$ cat src/rtl/mem_arbiter.sv
// -----------------------------------------------------------------------------
// mem_arbiter
//   Round-robin arbiter giving four requesters access to a single memory port.
//   A three-state FSM (IDLE -> BUSY -> RESP) handles one access at a time. All
//   outputs are registered. A programmable timeout ends an access that the
//   memory never answers, and the owner then receives an error pulse.
//
// Parameters
//   TIMEOUT        max BUSY cycles spent waiting for mem_resp (0 = never time out)
//
// Ports
//   clk            single clock, rising edge
//   reset          asynchronous, active-high reset
//   rd_req[3:0]    per-requester read request (level, held until done/error)
//   wr_req[3:0]    per-requester write request (level, held until done/error)
//   req_addr       four 14-bit addresses, requester i at [14i+13:14i]
//   req_wdata      four 16-bit write words, requester i at [16i+15:16i]
//   gnt[3:0]       one-hot current owner of the memory port
//   done[3:0]      one-hot 1-cycle pulse, owner's access completed
//   error[3:0]     one-hot 1-cycle pulse, owner's access timed out
//   rdata          last word read; valid while done is high, held otherwise
//   mem_read_req   read strobe to memory (level)
//   mem_write_req  write strobe to memory (level)
//   mem_addr       latched address of the owner
//   mem_write_data latched write word during writes, zero otherwise
//   mem_read_data  memory read word, valid with mem_resp
//   mem_resp       memory completion pulse
// -----------------------------------------------------------------------------
module mem_arbiter #(
  parameter int unsigned TIMEOUT = 255
) (
  input  logic        clk,
  input  logic        reset,
  input  logic [3:0]  rd_req,
  input  logic [3:0]  wr_req,
  input  logic [55:0] req_addr,
  input  logic [63:0] req_wdata,
  output logic [3:0]  gnt,
  output logic [3:0]  done,
  output logic [3:0]  error,
  output logic [15:0] rdata,
  output logic        mem_read_req,
  output logic        mem_write_req,
  output logic [13:0] mem_addr,
  output logic [15:0] mem_write_data,
  input  logic [15:0] mem_read_data,
  input  logic        mem_resp
);

  typedef enum logic [1:0] {
    IDLE = 2'd0,
    BUSY = 2'd1,
    RESP = 2'd2
  } state_t;

  localparam logic [15:0] TIMEOUT_VAL = 16'(TIMEOUT);
  localparam bit          TIMEOUT_EN  = (TIMEOUT != 0);

  state_t      state;
  logic [1:0]  ptr;        // round-robin start point for the next search
  logic [1:0]  idx;        // index of the current owner
  logic        is_write;   // operation latched for the current owner
  logic [15:0] busy_cnt;   // cycles already spent in BUSY

  logic [3:0]  pending;
  logic        any_pending;
  logic [1:0]  win;
  logic [15:0] busy_cnt_next;
  logic        timed_out;

  assign pending       = rd_req | wr_req;
  assign busy_cnt_next = busy_cnt + 16'd1;
  // Comparing the incremented count makes an access last exactly TIMEOUT
  // BUSY cycles before the error is raised.
  assign timed_out     = TIMEOUT_EN && (busy_cnt_next == TIMEOUT_VAL);

  // Round-robin search. Offsets are scanned from high to low so the last hit,
  // which is the requester closest to ptr, is the one that sticks.
  always_comb begin
    // NOTE: every always_comb output gets a default first so no path leaves it
    // unassigned; otherwise synthesis infers a latch to hold the old value.
    any_pending = 1'b0;
    win         = ptr;
    for (int k = 3; k >= 0; k--) begin
      if (pending[ptr + 2'(k)]) begin
        any_pending = 1'b1;
        win         = ptr + 2'(k);
      end
    end
  end

  // NOTE: all state and registered outputs use non-blocking assignments so
  // every register samples pre-edge values and simulation matches hardware.
  always_ff @(posedge clk or posedge reset) begin
    if (reset) begin
      state          <= IDLE;
      ptr            <= 2'd0;
      idx            <= 2'd0;
      is_write       <= 1'b0;
      busy_cnt       <= 16'd0;
      gnt            <= 4'd0;
      done           <= 4'd0;
      error          <= 4'd0;
      rdata          <= 16'd0;
      mem_read_req   <= 1'b0;
      mem_write_req  <= 1'b0;
      mem_addr       <= 14'd0;
      mem_write_data <= 16'd0;
    end else begin
      case (state)
        IDLE: begin
          if (any_pending) begin
            // A simultaneous read and write from the winner performs the
            // write; the read stays pending for a later turn.
            idx            <= win;
            is_write       <= wr_req[win];
            gnt            <= 4'b0001 << win;
            mem_read_req   <= ~wr_req[win];
            mem_write_req  <= wr_req[win];
            mem_addr       <= req_addr[14*win +: 14];
            mem_write_data <= wr_req[win] ? req_wdata[16*win +: 16] : 16'h0000;
            busy_cnt       <= 16'd0;
            state          <= BUSY;
          end
        end

        BUSY: begin
          busy_cnt <= busy_cnt_next;
          // mem_resp takes priority when it lands on the timeout cycle.
          if (mem_resp || timed_out) begin
            gnt            <= 4'd0;
            mem_read_req   <= 1'b0;
            mem_write_req  <= 1'b0;
            mem_write_data <= 16'h0000;
            if (mem_resp) begin
              done <= 4'b0001 << idx;
              if (!is_write) begin
                rdata <= mem_read_data;
              end
            end else begin
              error <= 4'b0001 << idx;
            end
            state <= RESP;
          end
        end

        RESP: begin
          done  <= 4'd0;
          error <= 4'd0;
          ptr   <= idx + 2'd1;
          state <= IDLE;
        end

        default: state <= IDLE;
      endcase
    end
  end

endmodule

$ cat config.mk
export PLATFORM = sky130hd
export DESIGN_NAME = mem_arbiter
export DESIGN_NICKNAME = d
export VERILOG_FILES = /design/src/rtl/mem_arbiter.sv
export SDC_FILE = /design/constraint.sdc
export NUM_CORES = 1
export LEC_CHECK = 0
export ABC_AREA = 1
export CAP_MARGIN = 20
export CORE_ASPECT_RATIO = 0.8
export CORE_UTILIZATION = 30
export CTS_CLUSTER_SIZE = 20
export DETAILED_ROUTE_END_ITERATION = 10
export PLACE_DENSITY = 0.56
export SLEW_MARGIN = 10
export SYNTH_ARGS = -nofsm -noshare
export SYNTH_HDL_FRONTEND = slang
export SYNTH_SLANG_ARGS = --single-unit
$ cat constraint.sdc
create_clock -name clk -period 4.7 [get_ports clk]
set_input_delay 0.47 -clock clk [delete_from_list [all_inputs] [get_ports clk]]
set_output_delay 0.47 -clock clk [all_outputs]
set_load 0.02 [all_outputs]
==> metrics.txt <==
mean post-synth cell area 7.216 sq um; Ports 207; fmax 306.6 MHz; setup TNS 0 ps; Worst Skew about 5.6 ps; most frequent cells in the layout 284 x nand2_1, 206 x clkdlybuf4s50_1, 148 x nand3_1; Max-Cap Viols 0; Worst EP required approximately 5000 ps; clock latency on the worst-skew pair 330 ps; Setup crit end mem_addr[3]$_DFFE_PP0P_; endpoints failing setup 0; Cell variety after synth 27; Place WS 1274 ps; Die Width 151.0 microns; first-pass GRT wire length between 20 and 30 mm; Startpoint Class flop; final slew viol count 0; final net count 1073; Initial Utilization 30.74%; die area 18290 sq um; Die Y 121.2 microns; period utilisation layout 69.40%; Critical Path AT 3540 ps; Placement Cell Area ~7500 sq um; CTS H-tree depth 3; via count 5471; critical path class reg -> reg; setup slack, reg-to-reg 1440 ps; Period minus WS final 3262 ps; grt ovf 0; Placed Instances 1134; Worst Setup SP ptr[0]$_DFFE_PP0P_; deepest clock path buffer count 2; final instance area between 7000 and 8000 sq um; Async S/R FF share, synth 100.0%; FP Rows 43; Detailed Route WL 16.87 mm; most common cell after layout, fill and taps aside nand2_1; IO buf count ~210; clk slew on worst S/H paths ~60 ps; # resized after CTS 0; Final WS setup 1438 ps; Placeable Area 17320 sq um; hold-fix buffers at CTS 0; Worst setup EP type flop; drt pass-1 iters 7; cts bufs inserted 9; Area Overhead vs Synth 46.90%; Clk Tree Root Cell clkbuf_16; synth warn 0; Max VDD drop 0.0002545 V; vias in the first global route 5343; CTS tree yes; RR Endpoint mem_addr[3]$_DFFE_PP0P_; drt initial violations ~300; layout cells sized above 1 9.317%; RePlAce Congestion 0.8086; CP Max Fanout 33; R2R depth 14; number of setup buffers added after CTS 0; largest net degree at the start of global routing 54; register area share after synthesis 39.00%; Netlist Area Pre-Place roughly 5300 sq um; antenna violations before repair 0; WL/cell 14.69 microns; final core utilization between 40% and 50%; P_leak ~3.7 nW; reg-to-reg startpoint ptr[0]$_DFFE_PP0P_; hold_ws 478.6 ps; Net Count, Synth 891; post-route ant nets 0; Post-Layout Cell Count 1148; cells after synthesis 738; ys flop type dfrtp_1; drt drc 0; RSZ-0062 raised after global routing no; Power Dens Cells 673.1 nW/um^2; GRT Total Usage 19.00%; status completed; final hold vios 0; Worst Hold Class reg -> reg; Power Total 5.265 mW; Via density 4.766; DP HPWL 12.12 mm; worst slew margin relative to its limit between 40 and 50%; Clock Sinks 83; Worst-Margin Slew 780.9 ps; Synth Register Bits 83; number of synthesized flops with an enable pin 0; diode count 0
routing by layer:
| layer | vias to the layer above | share of wire, % | global-route usage (%) |
|---|---|---|---|
| met5 | - | 0 | 0 |
| met4 | 0 | 0.89 | 3.750 |
| li1 | 2751 | - | - |
| met3 | 12 | 5.7 | 4.850 |
| met2 | 140 | 47 | 31.19 |
| met1 | 2568 | 46 | 25.12 |
registers in the layout, summed over array words and instances (netlist names), 4 cells and up:
register	flops
busy_cnt	16
done	4
error	4
gnt	4
mem_addr	14
rdata	16
mem_write_data	16
area by class of cell:
| class | instances | area [sq um] |
|---|---|---|
| clock buffer | 12 | 256.5 |
| multi-input combinational | 571 | 2861 |
| sequential | 83 | 2077 |
| inverter | 44 | 166.4 |
| clock inverter | 2 | 60.06 |
| timing repair buffer | 211 | 2120 |
| tap | 225 | 281.5 |
| fill | 1778 | 9502 |
cells by family (layout without fill, tap and decap cells):
group,after synthesis,count (layout),share of synthesized area [%]
adder cells (fa/ha/maj),6,6,1.410
multiplexers,16,16,3.383
XOR/XNOR,8,8,1.457
buffers and inverters,84,269,7.472
AO/OA/AOI/OAI,34,34,3.501
AND/OR/NAND/NOR,507,507,43.77
flip-flops,83,83,39.00
power breakdown:
part / total, mW / leakage, nW / switching (mW) / internal [mW]
Clock: 0.759 / 0.155 / 0.271 / 0.489
Combinational: 3.37 / 2.47 / 2.16 / 1.21
Sequential: 1.14 / 1.07 / 0.167 / 0.973
Total: 5.27 / 3.70 / 2.59 / 2.67
critical path, stage by stage (launching register included):
cell     delay (ps)
dfrtp_1         610
inv_2           200
o21ai_0         110
o21ai_0         130
inv_1            70
nand2_1         100
nand2_2         130
nand3_2         550
nand2_2         780
nand2_1         120
nand2_1         100
nand2_1          50
nand3_1          90
nand2_1          60
nand2_1          50
cells in the mapped netlist, types with 6 or more instances:
cell type	n	area, sq um
dfrtp_1	83	2077
nor2_1	28	105.1
buf_4	6	45.04
o21ai_0	19	95.09
o22ai_1	10	62.56
inv_1	38	142.6
buf_2	24	120.1
mux2_2	16	180.2
nand2_1	284	1066
nand3_1	148	740.7
nand3_2	24	240.2
nand2_2	11	68.82
ha_1	6	75.07
xor2_1	7	61.31
worst min-delay path by stage:
stage | startpoint | end | slack, ps | depth (start not counted)
floorplan | is_write$_DFFE_PP0P_ | is_write$_DFFE_PP0P_ | 500 | 2
global placement | error[0]$_DFFE_PP0P_ | error[0]$_DFFE_PP0P_ | 460 | 2
detailed placement | error[0]$_DFFE_PP0P_ | error[0]$_DFFE_PP0P_ | 460 | 2
CTS | error[0]$_DFFE_PP0P_ | error[0]$_DFFE_PP0P_ | 480 | 2
global route | error[0]$_DFFE_PP0P_ | error[0]$_DFFE_PP0P_ | 490 | 2
finish | error[0]$_DFFE_PP0P_ | error[0]$_DFFE_PP0P_ | 480 | 2
Power figures use the tool's default switching activity.
